File: config.mk
export PLATFORM = sky130hd
export DESIGN_NAME = vliw_mem_arbiter
export DESIGN_NICKNAME = d
export VERILOG_FILES = /design/src/rtl/vliw_mem_arbiter.sv
export SDC_FILE = /design/constraint.sdc
export NUM_CORES = 1
export LEC_CHECK = 0
export ABC_AREA = 0
export ABC_CLOCK_PERIOD_IN_PS = 23700
export CORE_MARGIN = 5
export CORE_UTILIZATION = 45
export CTS_BUF_LIST = sky130_fd_sc_hd__clkbuf_16
export DETAILED_ROUTE_END_ITERATION = 16
export GPL_ROUTABILITY_DRIVEN = 0
export MAX_ROUTING_LAYER = met4
export PLACE_DENSITY = 0.85
export SLEW_MARGIN = 0
export SYNTH_ARGS = -nofsm -noshare
export SYNTH_HDL_FRONTEND = slang
export SYNTH_SLANG_ARGS = --single-unit
File: constraint.sdc
create_clock -name clk -period 23.7 [get_ports clk]
set_input_delay 4.74 -clock clk [delete_from_list [all_inputs] [get_ports clk]]
set_output_delay 4.74 -clock clk [all_outputs]
set_load 0.02 [all_outputs]
File: src/rtl/vliw_mem_arbiter.sv
// Data-memory port arbiter: latches a bundle's memory requests and serves them
// one at a time, lowest slot first, through a single-port memory.
module vliw_mem_arbiter #(
    parameter int NREQ = 4,
    parameter int AW   = 32,
    parameter int DW   = 32
) (
    input  logic                 clk,
    input  logic                 rst,
    input  logic                 bundle_valid,
    input  logic [NREQ-1:0]      req_mask,
    input  logic [NREQ-1:0]      req_we,
    input  logic [NREQ*AW-1:0]   req_addr,
    input  logic [NREQ*DW-1:0]   req_wdata,
    output logic                 stall,
    output logic                 bundle_done,
    output logic [NREQ-1:0]      rsp_valid,
    output logic [NREQ*DW-1:0]   rsp_rdata,
    output logic                 mem_en,
    output logic                 mem_we,
    output logic [AW-1:0]        mem_addr,
    output logic [DW-1:0]        mem_wdata,
    input  logic [DW-1:0]        mem_rdata
);

    localparam int CW = (NREQ > 1) ? $clog2(NREQ) : 1;

    typedef enum logic [1:0] {IDLE, ISSUE, RESP, DONE} state_t;

    state_t              state, state_nxt;
    logic [NREQ-1:0]     pending, pending_clr, we_r;
    logic [NREQ*AW-1:0]  addr_r;
    logic [NREQ*DW-1:0]  wdata_r;
    logic [CW-1:0]       cur;
    logic                accept;

    // Fixed priority: scanning from the top down leaves the lowest set slot in cur.
    always_comb begin
        cur = '0;
        for (int unsigned i = 0; i < NREQ; i++) begin
            if (pending[NREQ-1-i])
                cur = CW'(NREQ - 1 - i);
        end
        pending_clr = pending & ~(NREQ'(1) << cur);
    end

    always_comb begin
        accept      = !rst && (state == IDLE) && bundle_valid && (|req_mask);
        state_nxt   = state;
        stall       = 1'b0;
        bundle_done = 1'b0;
        mem_en      = 1'b0;
        mem_we      = 1'b0;
        mem_addr    = '0;
        mem_wdata   = '0;
        case (state)
            IDLE: begin
                stall = accept;
                if (accept)
                    state_nxt = ISSUE;
            end
            ISSUE: begin
                stall     = 1'b1;
                mem_en    = 1'b1;
                mem_we    = we_r[cur];
                mem_addr  = addr_r[cur*AW +: AW];
                mem_wdata = wdata_r[cur*DW +: DW];
                state_nxt = RESP;
            end
            RESP: begin
                stall     = 1'b1;
                state_nxt = (|pending_clr) ? ISSUE : DONE;
            end
            DONE: begin
                bundle_done = 1'b1;
                state_nxt   = IDLE;
            end
            default: state_nxt = IDLE;
        endcase
    end

    always_ff @(posedge clk or posedge rst) begin
        if (rst) begin
            state     <= IDLE;
            pending   <= '0;
            we_r      <= '0;
            addr_r    <= '0;
            wdata_r   <= '0;
            rsp_valid <= '0;
            rsp_rdata <= '0;
        end else begin
            state <= state_nxt;
            if (accept) begin
                pending   <= req_mask;
                we_r      <= req_we;
                addr_r    <= req_addr;
                wdata_r   <= req_wdata;
                rsp_valid <= '0;
                rsp_rdata <= '0;
            end
            if (state == RESP) begin
                pending        <= pending_clr;
                rsp_valid[cur] <= 1'b1;
                if (!we_r[cur])
                    rsp_rdata[cur*DW +: DW] <= mem_rdata;
            end
        end
    end

endmodule

Word level (Yosys, flattened, before mapping)

Cells that the tools add are included.

Register bits after elaboration: 398
Bits of input ports: 299
Output and inout port bits: 200
Logic and storage cells: 57

$add $sub $neg: 1
Magnitude comparators: 2
Equality and inequality tests: 4
Shifts and indexed selects: 5
Multiplexer cells: 25
Bitwise gates (word level): 3
Reduce and logical (&&, ||, !) cells: 10

Operators by type and width:

| kind                      | number |
|---|---|
| $mux 128                  | 3 |
| $shiftx 128x8->32         | 2 |
| $bwmux 128                | 1 |
| $shift 32x34->128 const A | 1 |
| $shiftx 32x34->128        | 1 |
| $mux 32                   | 2 |
| $neg 7->34                | 1 |
| $mux 4                    | 4 |
| $mux 2                    | 6 |
| $pmux 2 s4                | 1 |
| $reduce_or 4->1           | 2 |
| $mux 1                    | 5 |
| $and 4x4->4               | 1 |
| $eq 2x2->1 const B        | 2 |
| $logic_and 1x1->1         | 4 |
| $not 4->4                 | 1 |
| $or 4x4->4                | 1 |
| $shl 1x2->4 const A       | 1 |
| $lt 2x3->1 const B        | 1 |
| $bmux 1 s2                | 1 |
| $demux 1 s2               | 1 |
| $eq 2x1->1 const B        | 1 |
| $ge 2x1->1 const B        | 1 |
| $logic_not 2->1           | 1 |
| other kinds (5)           | 5 |

Logic depth before layout (Yosys ltp)

Gate-level depths: netlist of run 1.

Word-level depth: 10
Mapped depth: 9
Depth with buffers taken out: 7

Worst setup path before layout of run 1

Ideal clock, no wire load.

Path kind: input port to output port
Start: in rst
End: out stall
Data arrival time: 14859 ps
Data required time: 18960 ps
Path slack: 4101 ps
Stages on the path: 7
Path buffers: 2
Path through: inv_1 > nand3_1 > nor2_1 > clkbuf_1 > clkbuf_1 > nor2_1 > nor2_1

Longest elaborated chain between the ends: 5

Ends and longest elaborated chain:

| item                             | line | text |
|---|---|---|
| start, declared                  | 9    | `input logic rst,` |
| $logic_not 1->1 (no source line) | --   |  |
| $logic_and 1x1->1 (3 in series)  | 48   | `accept = !rst && (state == IDLE) && bundle_valid && (\|req_mask);` |
| $pmux 1 s2                       | 56   | `case (state)` |
| end, declared                    | 15   | `output logic stall,` |

No other way between the ends.

Worst setup path after layout of run 1

Same ends and word-level chain as after synthesis.

==> results summary, run 1 <==
The clock passes through at most 3 buffers. Counting distinct cell types in the post-synthesis netlist gives 35. The share of layout cells above drive strength 1 is 0.0676.

The prevailing post-synth register cell is dfrtp_1. The share of the Yosys chip area taken by registers is 0.583. The number of cells upsized or downsized after cts is 0.

OpenSTA, run right after detailed placement, puts the worst setup slack at 11.57 ns. The final critical-path share of the clock period is 0.507. The layer flagged by global routing as most heavily used is met2. The commonest cells after synthesis are nand2_1, dfrtp_1, clkbuf_1.

The number of instances in the synthesized netlist is 1889. The number of sinks on the clock net came out at 398. The number of remaining DRC errors came out at 0. The internal power is 1.92 mW. The type of destination of the critical path is an output port. Measured on the finished design, the core utilization comes to 0.633.

The final-report max-slew violation count is 0. The floorplan die area came out at 42000 um2. The worst-case IR drop observed on VDD is 0.0758 mV.

The tree is rooted in a clkbuf_16. The most instantiated library cell after synthesis is nand2_1. The share of power burned in registers is 0.365. Setup repair after global routing left no endpoint under its margin. The level count of the clock H-tree is 2. The global-route wire length before repair is 85.8 mm. For met1 alone, demand over resource in global routing was 0.326. The achievable clock frequency came out at 83.2 MHz. The leakage component of the power came out at 11.1 nW. The final routed wire length divided by cell count came out at 19.4 um.

The fraction of power consumed by the clock network is 0.210. The area share of the leading cell type in the synthesized netlist came out at 0.583. The violation count after the first detailed-route iteration came out at 1319.

The number of global-route vias before repair came out at 15952. The number of buffers added to fix hold violations after cts is 0. The worst pin sits at a relative slew slack of 0.203. The power spent charging and discharging nets is 1.17 mW.

The number of nets in the synthesized netlist is 2193. The placeable core region came out at 37600 um2. The total number of placement rows came out at 71. 499 I/O pins were placed. The final worst setup slack came out at 11.68 ns. The detailed-router iteration count before antenna repair came out at 10.

Among all stages on the critical path, the largest delay is contributed by clkdlybuf4s50_1. Yosys printed 0 warnings. The area overhead of the layout relative to synthesis came out at 39.2%. The count of antenna-violating nets left after detailed routing is 0. The worst path required time is 18.96 ns. On the worst path, the slowest cell contributes a delay of 0.66 ns. Across all layers, the routed design uses 15397 vias. The final count of negative-setup-slack endpoints is 0.

The number of antenna violations at the first check in global routing came out at 2. The met2 usage in global routing came out at 0.423. After synthesis, the cell types taking the most area are dfrtp_1, nand2_1, mux2_2. The type of the setup path with the least slack is input port to output port. The flow ran to the end, and the final reports show no timing, DRC or antenna violations. Counting flops with a built-in enable in the synthesized netlist gives 0. Wires add up to 55.6 mm. The global-route congestion overflow total is 0. The total of max-cap violations came out at 0.

The width of the die came out at 205 um. The number of buffers created by CTS came out at 43. The post-layout instance count excluding filler cells came out at 2866. The initial standard-cell utilization of the core came out at 0.455. The number of setup buffers added after CTS is 0. The most critical setup path has its endpoint at stall.

The floorplan step set the die height to 205 um. Summing all placed instances gives a cell area of 22400 um2. The logic gate share of total power came out at 0.425.

The clock insertion delay at the later pin of the skew report came out at 0.54 ns. The total design power is 3.09 mW. Entering global routing, the biggest net connects 222 pins. The post-route minimum period came out at 12.02 ns.

Measured in cells, the most critical reg-to-reg path has a length of 7. The most critical setup path has its startpoint at rst. After synthesis the netlist holds a flip-flop and latch count of 398.

The transition at the pin with the smallest max-transition slack is 1.19 ns. The final-layout worst hold slack came out at 0.470 ns. The hold violation total from the final report is 0. The HPWL after detailed placement is 37.5 mm. The switching power share of the total is 0.378.

The routing usage on met3 came out at 0.0476. The total negative setup slack is 0 ns. Clock-pin slew was measured on the worst setup and hold paths at 0.05 ns. The post-synthesis instance area came out at 17100 um2. The mean instance size in the synthesized netlist is 9.05 um2. In this run the power density over the cells is 130 nW/um2. The proportion of register bits with asynchronous set or reset after synthesis is 1.00.

The startpoint identified for the worst register-to-register timing path is state[1]$_DFFE_PP0P_. Traced cell by cell, the critical path runs through clkdlybuf4s50_1 > inv_8 > nand3_1 > nor2_4 > nor2_1 > nor2_1 > clkdlybuf4s50_1. The number of input and output port buffers inserted is 498. The maximum fanout along the worst path came out at 114. The final-stage net count came out at 2625. The overall fraction of global-route tracks in use came out at 0.264.

TritonCTS built the clock tree. The per-cell via count in the routed design is 5.37. The post-route cell area is 23800 um2.

The worst setup path is launched from an input port. The tightest min-delay check is of the register to register type. The final worst clock skew came out at 0.0103 ns.

The endpoint identified for the worst register-to-register timing path is rsp_rdata[10]$_DFF_PP0_. The worst path arrival time is 7.28 ns. The setup slack of the most critical reg-to-reg path came out at 20.44 ns. Summed over all instances, the cell type with the most area after synthesis is dfrtp_1. The startpoint identified for the worst hold timing path is addr_r[57]$_DFFE_PP0P_. The number of placed instances, taps included is 2787.
==> layout by cell type (no fill, tap or decap), types with 8 or more instances in the layout <==
master,n
mux2_2,64
clkinv_1,9
clkdlybuf4s50_1,498
a222oi_1,64
buf_4,20
dfrtp_1,398
o21ai_0,97
inv_1,8
a22o_1,34
clkbuf_16,45
nand2_1,985
nor2b_1,65
==> registers in the layout, summed over array words and instances, names as in the netlist <==
| register | count |
|---|---|
| rsp_valid | 4 |
| state | 2 |
| pending | 4 |
| wdata_r | 128 |
| rsp_rdata | 128 |
| we_r | 4 |
| addr_r | 128 |
==> power by group through the flow <==
stage	Clock (mW)	Combinational (mW)	Sequential (mW)
2_1_floorplan	0	0.732	1.17
6_report	0.650	1.31	1.13
4_1_cts	0.662	1.32	1.12
3_5_place_dp	0	1.31	1.13
5_1_grt	0.689	1.43	1.16
3_3_place_gp	0	1.28	1.11
==> final cells by class <==
cell class | count | area [um2]
Sequential cell | 398 | 9960
Tap cell | 511 | 639
Fill cell | 2935 | 13800
Clock inverter | 30 | 225
Inverter | 3 | 18.8
Antenna cell | 4 | 10.0
Clock buffer | 45 | 1130
Multi-Input combinational cell | 1356 | 6640
Timing Repair Buffer | 519 | 5150
==> worst max-delay path, delay by kind of cell <==
kind / cells / cell delay (ns)
simple gates: 4 / 0.73
buf+inv: 3 / 1.76
==> worst min path at each step <==
stage	to	slack, ns	cells past startpoint
floorplan	addr_r[0]$_DFFE_PP0P_	0.44	2
finish	addr_r[57]$_DFFE_PP0P_	0.47	2
detailed placement	addr_r[50]$_DFFE_PP0P_	0.46	2
global placement	addr_r[26]$_DFFE_PP0P_	0.45	2
global route	wdata_r[119]$_DFFE_PP0P_	0.49	2
CTS	addr_r[50]$_DFFE_PP0P_	0.47	2
==> layer usage <==
| layer | part of all wire | vias to the layer above |
|---|---|---|
| met5 | 0 | - |
| met4 | 0.050 | 0 |
| met3 | 0.082 | 164 |
| met2 | 0.49 | 755 |
| met1 | 0.38 | 7461 |
| li1 | - | 7017 |
==> cells by family (layout without fill, tap and decap cells) <==
family                     count (synthesis)  count (layout)  share of synthesized area
and+or+nand+nor                         1075            1075                      0.250
DFF                                      398             398                      0.583
AOI/OAI and AO/OA                        212             212                     0.0896
buffers and inverters                    135             597                     0.0315
muxes                                     64              64                     0.0422
adders and majority gates                  5               5                    0.00366
other                                      0               4                          0
Note: power is estimated with default switching activity, not from simulation.
==> run 2, diff against run 1 <==
Settings changed: ABC_CLOCK_PERIOD_IN_PS 23700 to 10800, CORE_UTILIZATION 45 to 43.
Clock period 23.7 ns to 10.8 ns, I/O delays scaled along.
==> results summary, run 2 (same netlist as run 1, synthesis figures left out) <==
The violation count after the first detailed-route iteration is 1541 (+17%). The delay contributed by the slowest stage of the critical path is 0.68 ns (+0.02 ns). The total negative setup slack came out at 0 ns (unchanged). The total wire length came out at 56.4 mm (+1.4%). The placeable core region came to 39500 um2 (+5.2%). The maximum fanout along the worst path is 180 (+58%). The post-route cell area is 23900 um2 (+0.44%).

The worst setup path is launched from an input port. The worst min-delay path startpoint is wdata_r[4]$_DFFE_PP0P_. The terminus of the critical flop-to-flop path is wdata_r[112]$_DFFE_PP0P_. The chip height is 209 um (+2.2%). The internal power was 4.28 mW (+120%).

The final worst clock skew is 0.0168 ns (+0.00651 ns). The number of input and output port buffers inserted is 498 (unchanged). The signal on the critical path passes through clkdlybuf4s50_1 > clkinvlp_4 > buf_12 > nand3_1 > nor2_4 > nor2_1 > nor2_1 > clkdlybuf4s50_1. The post-route core utilization came out at 0.604 (-0.0289). The number of cells upsized or downsized after cts was 0 (unchanged). The post-layout instance count excluding filler cells is 2887 (+0.73%). The half-perimeter wire length of the detailed placement result is 37.4 mm (-0.21%). The number of buffers added to fix hold violations after cts came out at 0 (unchanged). The startpoint identified for the worst register-to-register timing path is state[1]$_DFFE_PP0P_.

The most common library cell in the layout ignoring fill and taps is nand2_1. The final routed wire length divided by cell count came out at 19.5 um (+0.68%). The power spent charging and discharging nets was 2.61 mW (+120%). The number of antenna violations at the first check in global routing is 7 (+5). Setup repair after global routing left no endpoint under its margin. The worst path arrival time was 4.94 ns (-2.34 ns). For this design, the slowest cell found on the critical path is buf_12. The power density normalized to cell area is 288 nW/um2 (+120%). The number of stages on the worst hold path is 2 (unchanged).

The maximum VDD drop was 0.203 mV (+170%). The number of placed instances, taps included came to 2803 (+0.57%). The clock insertion delay at the later pin of the skew report came out at 0.56 ns (+0.02 ns). The final critical-path share of the clock period came out at 0.657. The top cell types in the final layout, fill and taps aside, are nand2_1, clkdlybuf4s50_1, dfrtp_1. The boundary pin count is 499 (unchanged). The routed design could run at a clock period as short as 7.10 ns. The relative max-transition margin came to 0.239 (+0.0354).

By startpoint and endpoint, the worst setup path is classified as input port to output port. TritonCTS built the clock tree. The global-route congestion overflow total is 0 (unchanged). The initial standard-cell utilization of the core came out at 0.432 (-0.0227). The worst setup slack after placement is 3.65 ns (-7.92 ns). The final-stage net count came out at 2626 (+0.038%).

The number of global-route vias before repair is 15819 (-0.83%). The count of antenna-violating nets left after detailed routing came to 0 (unchanged). The level count of the clock H-tree is 2 (unchanged). STA classifies the critical path endpoint as an output port. The total of max-cap violations is 0 (unchanged).

The global-route wire length before repair is 87.2 mm (+1.6%). The number of buffers created by CTS was 42 (-2.3%). The logic gate share of total power is 0.422 (-0.003). The hold violation total from the final report came out at 0 (unchanged). The largest registers in the layout are addr_r (128), rsp_rdata (128), wdata_r (128). The tree is rooted in a clkbuf_16. The switching power share of the total is 0.379 (+0.000546).

The clock-pin slew reported for the worst setup and hold paths after clock tree synthesis is 0.06 ns (about the same). The achievable clock frequency came out at 141 MHz. The floorplan die area was 43800 um2 (+4.4%). The number of setup buffers added after CTS is 0 (unchanged). The leakage component of the power came out at 11.2 nW (+0.28%). The buffer depth of the longest clock path was 3 (unchanged). The share of layout cells above drive strength 1 came to 0.0709 (+0.00328).

The total via count in the routed design is 15485 (+0.57%). The area overhead of the layout relative to synthesis came out at 39.8%. The setup slack of the most critical reg-to-reg path is 7.66 ns (-12.78 ns). The width of the die came out at 209 um (+2.2%).

The final count of negative-setup-slack endpoints is 0 (unchanged). The largest net degree at the start of global routing is 181 (-18%). The worst reg-to-reg path cell count is 8 (+1). The number of remaining DRC errors came out at 0 (unchanged). The share of power burned in registers came to 0.360 (-0.005). The endpoint of the worst hold-timing path is wdata_r[4]$_DFFE_PP0P_. In this run the worst hold path is classified as register to register.

The worst path required time came out at 8.64 ns (-10.32 ns). The number of sinks on the clock net is 398 (unchanged). The family of cells with the greatest summed delay on the critical path is buffers and inverters. The per-cell via count in the routed design came out at 5.36 (-0.16%). The placed standard-cell area is 22400 um2 (+0.13%). The final worst setup slack is 3.70 ns (-7.98 ns).

The fraction of power consumed by the clock network is 0.218 (+0.008). The detailed-router iteration count before antenna repair came out at 7 (-3). The total number of placement rows was 73 (+2.8%).

The overall fraction of global-route tracks in use is 0.254 (-0.0102). The transition at the pin with the smallest max-transition slack came out at 1.14 ns (-0.0532 ns). The final-report max-slew violation count is 0 (unchanged).

The run finished with clean final reports. The count of buffering cells on the critical path with inverters included came out at 4 (+1).
[run 2: cell types whose count changed in the layout (fill, tap and decap cells not counted), sizes merged]
cell / delta
clkbuf: -3
inv: -3
bufinv: +4
diode: +3
buf: +2
clkinv: +5
clkinvlp: -1
[run 2: area by class of cell]
cell class / count / area (um2)
fill: 3150 / 15700
sequential: 398 / 9960
multi-input combinational: 1356 / 6640
timing repair buffer: 521 / 5170
clock buffer: 42 / 1050
tap: 525 / 657
clock inverter: 35 / 369
antenna: 7 / 17.5
inverter: 3 / 15.0
[run 2: worst reg2reg max path, delay by kind of cell (launching register included)]
family                   cells  cell delay (ns)
buffers and inverters        3             1.67
AND/OR/NAND/NOR              4             0.71
flip-flops                   1             0.44
adder cells (fa/ha/maj)      1             0.24
[run 2: how the worst max path moves through the flow]
stage | from | end | slack (ns) | cells after the start
floorplan | rst | stall | -0.35 | 7
global placement | rst | stall | 3.65 | 8
detailed placement | rst | stall | 3.65 | 8
CTS | rst | stall | 3.63 | 8
global route | rst | stall | 3.45 | 8
finish | rst | stall | 3.70 | 8
[run 2: per-stage QoR]
step,power (mW),hold slack [ns]
2_1_floorplan,4.18,0.440
3_5_place_dp,5.38,0.459
4_1_cts,6.92,0.473
5_1_grt,7.29,0.489
6_report,6.89,0.468
3_3_place_gp,5.26,0.452
[run 2: routing by layer]
| metal | track usage | up-vias | share of wire |
|---|---|---|---|
| met2 | 0.415 | 782 | 0.50 |
| met1 | 0.315 | 7549 | 0.39 |
| li1 | - | 7017 | - |
| met5 | - | - | 0 |
| met3 | 0.0460 | 137 | 0.075 |
| met4 | 0.104 | 0 | 0.037 |
[run 2: power by group through the flow]
stage	registers, mW	clock network (mW)	logic, mW
floorplan	2.57	0	1.61
global placement	2.45	0	2.81
detailed placement	2.49	0	2.89
CTS	2.48	1.53	2.92
global route	2.55	1.59	3.15
finish	2.48	1.50	2.91
